==> config.mk <==
export PLATFORM = sky130hd
export DESIGN_NAME = ram_frame_reader_flat
export DESIGN_NICKNAME = d
export VERILOG_FILES = /design/src/rtl/pixel_pkg.sv /design/src/rtl/ram_frame_reader_if.sv /design/src/rtl/ram_frame_reader_sync_fifo.sv /design/src/rtl/ram_frame_reader.sv /design/src/flat_wrapper.sv
export SDC_FILE = /design/constraint.sdc
export NUM_CORES = 1
export LEC_CHECK = 0
export CORE_ASPECT_RATIO = 0.6
export CORE_MARGIN = 4
export CORE_UTILIZATION = 60
export DETAILED_ROUTE_END_ITERATION = 16
export PLACE_DENSITY_LB_ADDON = 0.2
export SLEW_MARGIN = 20
export SYNTH_ARGS = -nofsm -noshare
export SYNTH_HDL_FRONTEND = slang
export SYNTH_SLANG_ARGS = --single-unit
==> constraint.sdc <==
create_clock -name clk -period 6.2 [get_ports clk]
set_clock_uncertainty 0.15 [all_clocks]
set_input_delay 0.93 -clock clk [delete_from_list [all_inputs] [get_ports clk]]
set_output_delay 0.93 -clock clk [all_outputs]
set_load 0.05 [all_outputs]
==> src/rtl/pixel_pkg.sv <==
// Shared pixel-path definitions for the UART writer, the frame reader and the TFT controller.
package pixel_pkg;

    localparam int PIX_ADDR_W   = 16;
    localparam int PIX_DATA_W   = 16;
    localparam int PIX_H_ACTIVE = 256;
    localparam int PIX_V_ACTIVE = 256;

    typedef struct packed {
        logic [PIX_DATA_W-1:0] data;
        logic                  sof;
        logic                  eol;
    } pix_beat_t;

    typedef enum logic [1:0] {
        IDLE,
        READ,
        DRAIN
    } state_e;

endpackage

==> src/rtl/ram_frame_reader_if.sv <==
// RAM port-B read bus plus the outgoing pixel stream of the frame reader.
interface ram_frame_reader_if #(
    parameter int ADDR_W = 16,
    parameter int DATA_W = 16
);
    logic              enb;
    logic [ADDR_W-1:0] addrb;
    logic [DATA_W-1:0] doutb;
    logic [DATA_W-1:0] m_data;
    logic              m_valid;
    logic              m_ready;
    logic              m_sof;
    logic              m_eol;

    modport master (
        output enb, addrb, m_data, m_valid, m_sof, m_eol,
        input  doutb, m_ready
    );

    modport slave (
        input  enb, addrb, m_data, m_valid, m_sof, m_eol,
        output doutb, m_ready
    );
endinterface

==> src/rtl/ram_frame_reader_sync_fifo.sv <==
// Show-ahead synchronous FIFO with occupancy count; the head word is visible whenever not empty.
module sync_fifo #(
    parameter int DEPTH = 4,
    parameter int WIDTH = 18,
    parameter int CNT_W = $clog2(DEPTH) + 1
) (
    input  logic             clk,
    input  logic             rst_n,
    input  logic             push,
    input  logic [WIDTH-1:0] wdata,
    input  logic             pop,
    output logic [WIDTH-1:0] rdata,
    output logic [CNT_W-1:0] count,
    output logic             empty
);
    localparam int PTR_W = $clog2(DEPTH);

    logic [WIDTH-1:0] mem_q [DEPTH];
    logic [PTR_W-1:0] wr_ptr_q, wr_ptr_d;
    logic [PTR_W-1:0] rd_ptr_q, rd_ptr_d;
    logic [CNT_W-1:0] count_q, count_d;
    logic             full;

    always_comb begin
        wr_ptr_d = wr_ptr_q + PTR_W'(push);
        rd_ptr_d = rd_ptr_q + PTR_W'(pop);
        count_d  = count_q + CNT_W'(push) - CNT_W'(pop);
    end

    always_ff @(posedge clk or negedge rst_n) begin
        if (!rst_n) begin
            wr_ptr_q <= '0;
            rd_ptr_q <= '0;
            count_q  <= '0;
        end else begin
            wr_ptr_q <= wr_ptr_d;
            rd_ptr_q <= rd_ptr_d;
            count_q  <= count_d;
        end
    end

    // Storage carries no reset; occupancy alone decides what is meaningful.
    always_ff @(posedge clk) begin
        if (push) begin
            mem_q[wr_ptr_q] <= wdata;
        end
    end

    assign rdata = mem_q[rd_ptr_q];
    assign count = count_q;
    assign empty = (count_q == '0);
    assign full  = (count_q == CNT_W'(DEPTH));

    a_no_overflow: assert property (@(posedge clk) disable iff (!rst_n) !(push && full && !pop));
    a_no_underflow: assert property (@(posedge clk) disable iff (!rst_n) !(pop && empty));

endmodule

==> src/rtl/ram_frame_reader.sv <==
// Streams one frame of pixels from RAM port B as a valid/ready beat stream with sof/eol flags,
// issuing reads only while FIFO slots are free so that RAM latency and sink stalls are absorbed.
module ram_frame_reader
    import pixel_pkg::*;
#(
    parameter int ADDR_W     = PIX_ADDR_W,
    parameter int DATA_W     = PIX_DATA_W,
    parameter int H_ACTIVE   = PIX_H_ACTIVE,
    parameter int V_ACTIVE   = PIX_V_ACTIVE,
    parameter int RD_LAT     = 1,
    parameter int FIFO_DEPTH = 4
) (
    input  logic               clk,
    input  logic               reset_n,
    input  logic               start,
    output logic               busy,
    output logic               frame_done,
    ram_frame_reader_if.master bus
);
    localparam int TOTAL  = H_ACTIVE * V_ACTIVE;
    localparam int CNT_W  = ADDR_W + 1;
    localparam int FCNT_W = $clog2(FIFO_DEPTH) + 1;
    localparam int CR_W   = FCNT_W + 1;
    localparam int COL_W  = (H_ACTIVE > 1) ? $clog2(H_ACTIVE) : 1;

    localparam logic [CNT_W-1:0] LAST_ADDR = CNT_W'(TOTAL - 1);
    localparam logic [COL_W-1:0] LAST_COL  = COL_W'(H_ACTIVE - 1);
    localparam logic [CR_W-1:0]  DEPTH_CR  = CR_W'(FIFO_DEPTH);

    state_e              state_q, state_d;
    logic [CNT_W-1:0]    issue_cnt_q, issue_cnt_d;
    logic                enb_q, enb_d;
    logic [ADDR_W-1:0]   addrb_q, addrb_d;
    logic                busy_q, busy_d;
    logic                frame_done_q, frame_done_d;
    logic [RD_LAT-1:0]   pipe_q, pipe_d;
    logic [COL_W-1:0]    col_q, col_d;
    logic                first_q, first_d;

    logic                push, pop;
    logic [DATA_W+1:0]   fifo_wdata, fifo_rdata;
    logic [FCNT_W-1:0]   fifo_count;
    logic                fifo_empty;
    logic [CR_W-1:0]     credits;
    logic                issue_ok, drained;

    assign push       = pipe_q[RD_LAT-1];
    assign pop        = !fifo_empty && bus.m_ready;
    assign fifo_wdata = {bus.doutb, first_q, (col_q == LAST_COL)};

    // Slots committed for the next cycle: stored beats plus reads in flight, less the beat leaving now.
    always_comb begin
        credits = CR_W'(fifo_count) + CR_W'(enb_q) - CR_W'(pop);
        for (int i = 0; i < RD_LAT; i++) begin
            credits = credits + CR_W'(pipe_q[i]);
        end
    end

    always_comb begin
        issue_ok     = (credits < DEPTH_CR);
        drained      = !enb_q && (pipe_q == '0) &&
                       ((fifo_count == '0) || ((fifo_count == FCNT_W'(1)) && pop));
        state_d      = state_q;
        issue_cnt_d  = issue_cnt_q;
        enb_d        = 1'b0;
        addrb_d      = addrb_q;
        busy_d       = busy_q;
        frame_done_d = 1'b0;
        pipe_d       = pipe_q << 1;
        pipe_d[0]    = enb_q;
        col_d        = col_q;
        first_d      = first_q;

        if (push) begin
            col_d   = (col_q == LAST_COL) ? '0 : col_q + COL_W'(1);
            first_d = 1'b0;
        end

        case (state_q)
            IDLE: begin
                if (start) begin
                    busy_d      = 1'b1;
                    enb_d       = 1'b1;
                    addrb_d     = '0;
                    issue_cnt_d = CNT_W'(1);
                    col_d       = '0;
                    first_d     = 1'b1;
                    state_d     = (LAST_ADDR == '0) ? DRAIN : READ;
                end
            end
            READ: begin
                if (issue_ok) begin
                    enb_d       = 1'b1;
                    addrb_d     = issue_cnt_q[ADDR_W-1:0];
                    issue_cnt_d = issue_cnt_q + CNT_W'(1);
                    if (issue_cnt_q == LAST_ADDR) begin
                        state_d = DRAIN;
                    end
                end
            end
            DRAIN: begin
                if (drained) begin
                    frame_done_d = 1'b1;
                    busy_d       = 1'b0;
                    state_d      = IDLE;
                end
            end
            default: state_d = IDLE;
        endcase
    end

    always_ff @(posedge clk or negedge reset_n) begin
        if (!reset_n) begin
            state_q      <= IDLE;
            issue_cnt_q  <= '0;
            enb_q        <= 1'b0;
            addrb_q      <= '0;
            busy_q       <= 1'b0;
            frame_done_q <= 1'b0;
            pipe_q       <= '0;
            col_q        <= '0;
            first_q      <= 1'b0;
        end else begin
            state_q      <= state_d;
            issue_cnt_q  <= issue_cnt_d;
            enb_q        <= enb_d;
            addrb_q      <= addrb_d;
            busy_q       <= busy_d;
            frame_done_q <= frame_done_d;
            pipe_q       <= pipe_d;
            col_q        <= col_d;
            first_q      <= first_d;
        end
    end

    sync_fifo #(
        .DEPTH (FIFO_DEPTH),
        .WIDTH (DATA_W + 2),
        .CNT_W (FCNT_W)
    ) u_fifo (
        .clk   (clk),
        .rst_n (reset_n),
        .push  (push),
        .wdata (fifo_wdata),
        .pop   (pop),
        .rdata (fifo_rdata),
        .count (fifo_count),
        .empty (fifo_empty)
    );

    // Outputs read as zero whenever no beat is held, including straight out of reset.
    assign bus.enb     = enb_q;
    assign bus.addrb   = addrb_q;
    assign bus.m_valid = !fifo_empty;
    assign bus.m_data  = fifo_empty ? '0 : fifo_rdata[DATA_W+1:2];
    assign bus.m_sof   = !fifo_empty && fifo_rdata[1];
    assign bus.m_eol   = !fifo_empty && fifo_rdata[0];
    assign busy        = busy_q;
    assign frame_done  = frame_done_q;

endmodule

==> src/flat_wrapper.sv <==
// flat-port wrapper written by rule: the top's interface ports become plain ports
module ram_frame_reader_flat import pixel_pkg::*;
#(
    parameter int ADDR_W     = PIX_ADDR_W,
    parameter int DATA_W     = PIX_DATA_W,
    parameter int H_ACTIVE   = PIX_H_ACTIVE,
    parameter int V_ACTIVE   = PIX_V_ACTIVE,
    parameter int RD_LAT     = 1,
    parameter int FIFO_DEPTH = 4
)
  (clk, reset_n, start, busy, frame_done, bus_enb, bus_addrb, bus_m_data, bus_m_valid, bus_m_sof, bus_m_eol, bus_doutb, bus_m_ready);
  ram_frame_reader_if #(.ADDR_W(ADDR_W), .DATA_W(DATA_W)) bus_i ();
  input  logic clk;
  input  logic reset_n;
  input  logic start;
  output logic busy;
  output logic frame_done;
  output wire logic [$bits(bus_i.enb)-1:0] bus_enb;
  output wire logic [$bits(bus_i.addrb)-1:0] bus_addrb;
  output wire logic [$bits(bus_i.m_data)-1:0] bus_m_data;
  output wire logic [$bits(bus_i.m_valid)-1:0] bus_m_valid;
  output wire logic [$bits(bus_i.m_sof)-1:0] bus_m_sof;
  output wire logic [$bits(bus_i.m_eol)-1:0] bus_m_eol;
  input wire logic [$bits(bus_i.doutb)-1:0] bus_doutb;
  input wire logic [$bits(bus_i.m_ready)-1:0] bus_m_ready;
  assign bus_enb = bus_i.enb;
  assign bus_addrb = bus_i.addrb;
  assign bus_m_data = bus_i.m_data;
  assign bus_m_valid = bus_i.m_valid;
  assign bus_m_sof = bus_i.m_sof;
  assign bus_m_eol = bus_i.m_eol;
  assign bus_i.doutb = bus_doutb;
  assign bus_i.m_ready = bus_m_ready;
  ram_frame_reader #(.ADDR_W(ADDR_W), .DATA_W(DATA_W), .H_ACTIVE(H_ACTIVE), .V_ACTIVE(V_ACTIVE), .RD_LAT(RD_LAT), .FIFO_DEPTH(FIFO_DEPTH)) u_core (.clk(clk), .reset_n(reset_n), .start(start), .busy(busy), .frame_done(frame_done), .bus(bus_i));
endmodule
Yosys cells after proc, flatten, opt, wreduce, memory -nomap -nowiden

Memories as Yosys holds them, arrays and structs flattened.
Index checks and enable logic that the tools add are counted.

Register bits after elaboration: 55
Memory bits (writable): 72
Bits of input ports: 20
Word-level logic and storage cells: 78
Memories: 1

Add/subtract/negate cells: 9
Order comparisons: 1
Equal/unequal tests: 9
Multiplexer cells: 29
Bitwise logic cells: 1
Reduce and logical (&&, ||, !) cells: 16

Memory list:

| memory              | words | width | rd ports | clocked after Yosys merged registers in | wr ports | line                             | RTL |
|---|---|---|---|---|---|---|---|
| u_core.u_fifo.mem_q | 4     | 18    | 1        | 0                                       | 1        | ram_frame_reader_sync_fifo.sv:18 | `logic [WIDTH-1:0] mem_q [DEPTH];` |

Operator list:

| operator                                                                 | count |
|---|---|
| 16-bit 2-to-1 mux                                                        | 3 |
| 17-bit 2-to-1 mux                                                        | 2 |
| 17-bit one-hot mux with 2 select lines                                   | 1 |
| 8-bit 2-to-1 mux                                                         | 4 |
| 16-bit one-hot mux with 2 select lines                                   | 1 |
| 17-bit by 1-bit adder with 17-bit output (second input constant)         | 1 |
| 17-bit by 16-bit equality test with 1-bit output (second input constant) | 1 |
| 1-bit 2-to-1 mux                                                         | 11 |
| 8-bit by 1-bit adder with 8-bit output (second input constant)           | 1 |
| 8-bit equality test (second input constant)                              | 1 |
| 2-bit 2-to-1 mux                                                         | 4 |
| 1-bit logical AND                                                        | 6 |
| 2-bit by 1-bit != test with 1-bit output (second input constant)         | 3 |
| 2-bit one-hot mux with 3 select lines                                    | 1 |
| 3-bit AND reduction                                                      | 2 |
| 2-bit by 1-bit adder with 2-bit output                                   | 2 |
| 3-bit by 1-bit adder with 4-bit output                                   | 1 |
| 4-bit by 1-bit adder with 4-bit output                                   | 1 |
| 4-bit by 3-bit < comparator with 1-bit output (second input constant)    | 1 |
| 1-bit one-hot mux with 2 select lines                                    | 2 |
| 4-bit AND reduction                                                      | 1 |
| 2-bit nonzero test                                                       | 2 |
| 4-bit by 1-bit subtractor with 4-bit output                              | 1 |
| 3-bit by 1-bit adder with 3-bit output                                   | 1 |
| other kinds (10)                                                         | 11 |

Logic depth before layout (Yosys ltp)

Word-level depth: 8
Mapped depth: 12
Mapped depth without buffers: 11

By module

A second synthesis with hierarchy kept.

Cell total of the unflattened synthesis: 387
Area, all modules: 5491.5 um^2

Modules (own cells, without submodules):

| module           | instances | cells an instance | area an instance (um^2) | sequential area each (um^2) |
|---|---|---|---|---|
| sync_fifo        | 1         | 118               | 2976.6                  | 2337.2 |
| ram_frame_reader | 1         | 269               | 2514.9                  | 1201.2 |

Least setup slack after synthesis

OpenSTA, ideal clock, no wires.

Path type: in2reg
From: in bus_m_ready
To: reg u_core.issue_cnt_q[10]
Library setup time: 66 ps
Arrival: 2977 ps
Path slack: 3007 ps
Stages on the path: 8
Buffers on the path: 0
Cell sequence: nand2_1 > or2_2 > ha_1 > a21oi_1 > a2111oi_2 > nor2_2 > or4_1 > nand2_1

Cells in the longest elaborated chain, start to end: 6

RTL lines:

| element                                                   | line                    | RTL |
|---|---|---|
| start, declared                                           | flat_wrapper.sv:25      | `input wire logic [$bits(bus_i.m_ready)-1:0] bus_m_ready;` |
| 1-bit logical AND                                         | ram_frame_reader.sv:48  | `assign pop = !fifo_empty && bus.m_ready;` |
| 4-bit by 1-bit subtractor with 4-bit output               | ram_frame_reader.sv:53  | `credits = CR_W'(fifo_count) + CR_W'(enb_q) - CR_W'(pop);` |
| 4-bit by 1-bit adder with 4-bit output                    | ram_frame_reader.sv:55  | `credits = credits + CR_W'(pipe_q[i]);` |
| 4-bit by 3-bit < comparator with 1-bit output             | ram_frame_reader.sv:60  | `issue_ok = (credits < DEPTH_CR);` |
| 2-bit by 1-bit != test with 1-bit output (no source line) | -                       |  |
| 3-bit AND reduction (no source line)                      | -                       |  |
| end signal, assigned                                      | ram_frame_reader.sv:125 | `issue_cnt_q <= issue_cnt_d;` |
| end, declared                                             | ram_frame_reader.sv:31  | `logic [CNT_W-1:0] issue_cnt_q, issue_cnt_d;` |

Every way passes these cells.
A chain may end at the register's enable or synchronous reset.

Worst setup path after layout

From: reg u_core.u_fifo.count_q[1] (netlist: u_core.u_fifo.count[1])
To: reg u_core.issue_cnt_q[10]

Cells in the longest elaborated chain, start to end: 8
Elaborated cells between the ends (all ways): 9

RTL lines:

| element                                                                        | line                             | RTL |
|---|---|---|
| start, declared                                                                | ram_frame_reader_sync_fifo.sv:21 | `logic [CNT_W-1:0] count_q, count_d;` |
| start signal, assigned                                                         | ram_frame_reader_sync_fifo.sv:38 | `count_q <= count_d;` |
| branches (longest 3 deep; another with 3-bit by 1-bit adder with 4-bit output) | -                                |  |
| 4-bit by 1-bit subtractor with 4-bit output (*)                                | ram_frame_reader.sv:53           |  |
| 4-bit by 1-bit adder with 4-bit output (*)                                     | ram_frame_reader.sv:55           |  |
| 4-bit by 3-bit < comparator with 1-bit output (*)                              | ram_frame_reader.sv:60           |  |
| 2-bit by 1-bit != test with 1-bit output (no source line) (*)                  | -                                |  |
| 3-bit AND reduction (no source line) (*)                                       | -                                |  |

Mark *: on every way between the ends.

==> flow_metrics.tcl <==
set metrics [dict create \
    reg2reg_slack_ns 2.18 \
    cts_tree "built" \
    report.final.slew_viol_count 0 \
    first_global_vias 3639 \
    grt_start_max_net_pins 56 \
    syn_inst 399 \
    htreeDepth 4 \
    path_class "flip-flop to flip-flop" \
    worstMarginPinSlew_ns 1.09 \
    slowest_delay_ns 0.67 \
    critPathTopFamily "simple AND/OR/NAND/NOR gates" \
    synth_ff_type "edfxtp_1" \
    ctsHoldBuffers 0 \
    p_per_area_nw_per_um2 603 \
    timing.rr.end "u_core.issue_cnt_q[10]" \
    worst-path-buf-inv 2 \
    antenna_found_initial 0 \
    final_common_cell "edfxtp_1" \
    cp-start-kind "flip-flop" \
    post-route-period-util 0.648 \
    nFillCells 488 \
    slowest_stage "a2111oi_2" \
    num_rows 26 \
    drt_first_pass_iters 5 \
    fmax_mhz 249 \
    detail-route-antenna-nets 0 \
    leakage_nw 2.58 \
    ctsResizeCount 0 \
    period_needed_ns 4.02 \
    synth_nets 428 \
    die_h_um 81.5 \
    fp.dieW_um 130 \
    layout_common_cells "edfxtp_1, clkdlybuf4s50_1, dfrtp_1" \
    rsz0062_at_grt "false" \
    fin_nets 489 \
    initial_core_util 0.626 \
    routed_wl_mm 11.9 \
    vias_per_cell 6.09 \
    drcViolationCount 0 \
    clock_path_buffers 2 \
    r2r_start "u_core.u_fifo.count[1]" \
    hold_path.startpoint "u_core.bus.addrb[9]" \
    clock_latency_ns 0.41 \
    gp_congestion 0.830 \
    critPathMostFrequentCell "nand2_1" \
    fin_cells 585 \
    vdd_drop_max_mv 0.381 \
    path_max_fanout 46 \
    drt_iter0_markers 291 \
    fin_tns_setup_ns 0 \
    grt_usage 0.248 \
    cts.sink_count 127 \
    syn_area_um2 5400 \
    regArea_um2 3540 \
    grt_remaining_overflow 0 \
    yosys_warnings 0 \
    synth_cell_types 45 \
    hold_violations 0 \
    clockRootBuffer "clkbuf_16" \
    synth.yosys.seq_area_share 0.656 \
    syn_area_per_cell_um2 13.5 \
    critPathRequiredTime_ns 6.39 \
    io_buffers 57 \
    hpwlAfterDp_mm 7.10 \
    hold_depth 2 \
    end_kind "flip-flop" \
    area_growth_pct 24.4 \
    setup_violations 0 \
    synth-edff-count 72 \
    multi_input_area_um2 1730 \
    fin_hold_ws_ns 0.355 \
    synth-async-reset-ratio 0.433 \
    core-area_um2 8620 \
    clk_pin_slew_ns 0.06 \
    numCtsBuffers 17 \
    r2r_cells 11 \
    outcome "finished, final reports clean" \
    final_util 0.779 \
    grt_first_pass_wirelength_mm 19.4 \
    synth-seq-cells 127 \
    cts_setup_buffers 0 \
    drive_gt1_frac 0.135 \
    placedCellCount 553 \
    cp_data_arrival_time_ns 4.21 \
    min_path_type "flip-flop to flip-flop" \
    die-area_um2 10600 \
    io_pins 58 \
    maxSlewHeadroom 0.275 \
    num_vias 3563 \
    whs_endpoint "u_core.bus.addrb[9]" \
    cp_cell_sequence "inv_1 -> nand3_1 -> nand2_1 -> or2_2 -> ha_1 -> a21oi_1 -> a2111oi_2 -> nor2_2 -> buf_4 -> or4_1 -> nand2_1" \
    cap_viol_max_count 0 \
    wl_per_cell_um 20.4 \
    num_antenna_cells 0 \
]
## worst max-delay path by stage
stage | cells after the start | slack [ns] | to | from
floorplan | 8 | 3.01 | u_core.issue_cnt_q[10] | bus_m_ready
global placement | 10 | 2.21 | u_core.issue_cnt_q[10] | bus_m_ready
detailed placement | 10 | 2.05 | u_core.issue_cnt_q[10] | bus_m_ready
CTS | 4 | 2.16 | bus_m_data[12] | u_core.u_fifo.rd_ptr_q[0]
global route | 11 | 1.92 | u_core.issue_cnt_q[10] | u_core.u_fifo.count[1]
finish | 11 | 2.18 | u_core.issue_cnt_q[10] | u_core.u_fifo.count[1]
## cell usage after synthesis, types with 2 or more instances
cell | instances | area [um^2]
edfxtp_1 | 72 | 2160
dfrtp_1 | 55 | 1380
o21ai_0 | 32 | 160
nand3_1 | 30 | 150
nand2_1 | 29 | 109
nor2_1 | 22 | 82.6
and2_1 | 19 | 119
clkbuf_1 | 18 | 67.6
mux4_2 | 18 | 405
inv_1 | 16 | 60.1
ha_1 | 8 | 100
a21oi_1 | 7 | 35.0
o31ai_1 | 7 | 52.6
xnor2_1 | 7 | 61.3
nand4_1 | 5 | 31.3
xor2_1 | 5 | 43.8
a31oi_1 | 4 | 25.0
a211o_1 | 3 | 26.3
and3_1 | 3 | 18.8
nor2b_1 | 3 | 18.8
nor3_1 | 3 | 15.0
nor3b_1 | 3 | 22.5
nor4_1 | 3 | 18.8
or3_1 | 3 | 18.8
buf_1 | 2 | 7.51
o211ai_1 | 2 | 15.0
or4_1 | 2 | 15.0
## flip-flops by register name, indices dropped and copies added (netlist names)
name,count
u_core.u_fifo.mem_q,72
u_core.issue_cnt_q,17
u_core.bus.addrb,16
u_core.col_q,8
u_core.u_fifo.count,3
u_core.state_q,2
u_core.u_fifo.rd_ptr_q,2
u_core.u_fifo.wr_ptr_q,2
u_core.bus.enb,1
u_core.busy,1
u_core.first_q,1
u_core.frame_done,1
u_core.pipe_q,1
## area by class of cell
class | instances | area share
flip-flops and latches | 127 | 0.527
multi-input cells | 235 | 0.257
repair buffers | 63 | 0.0910
clock buffers | 17 | 0.0634
clock inverters | 15 | 0.0315
well taps | 112 | 0.0209
inverters | 16 | 0.00895
## power breakdown
group / total (mW) / switching, mW / internal [mW]
clock network: 1.06 / 0.381 / 0.678
registers: 1.30 / 0.192 / 1.11
logic: 1.69 / 1.06 / 0.629
total: 4.05 / 1.63 / 2.41
## logic make-up (layout without fill, tap and decap cells)
group | count (synthesis) | count (layout) | share of synthesized area
compound gates | 62 | 62 | 0.0740
xor+xnor | 12 | 12 | 0.0195
fa+ha+maj | 9 | 9 | 0.0223
buf+inv | 37 | 111 | 0.0260
flops | 127 | 127 | 0.656
mux | 19 | 19 | 0.0770
simple gates | 133 | 133 | 0.126
## worst reg2reg max path, stage by stage, from the launching register on
cell,delay [ns]
dfrtp_1,0.45
inv_1,0.10
nand3_1,0.57
nand2_1,0.22
or2_2,0.35
ha_1,0.39
a21oi_1,0.13
a2111oi_2,0.67
nor2_2,0.05
buf_4,0.28
or4_1,0.52
nand2_1,0.08
## per-stage QoR
step / power, mW / setup slack (ns) / area (um^2)
floorplan: 2.46 / 3.01 / 5400
global placement: 2.91 / 2.21 / 6070
detailed placement: 2.97 / 2.05 / 6070
CTS: 4.06 / 2.16 / 6710
global route: 4.25 / 1.92 / 6710
finish: 4.05 / 2.18 / 6710
## routing by layer
| layer | track usage | vias up | part of all wire |
|---|---|---|---|
| met3 | 0.0539 | 18 | 0.060 |
| met2 | 0.393 | 146 | 0.49 |
| li1 | - | 1602 | - |
| met4 | 0.0821 | 0 | 0.012 |
| met1 | 0.349 | 1797 | 0.44 |
| met5 | 0 | - | 0 |
Power figures use the tool's default switching activity.
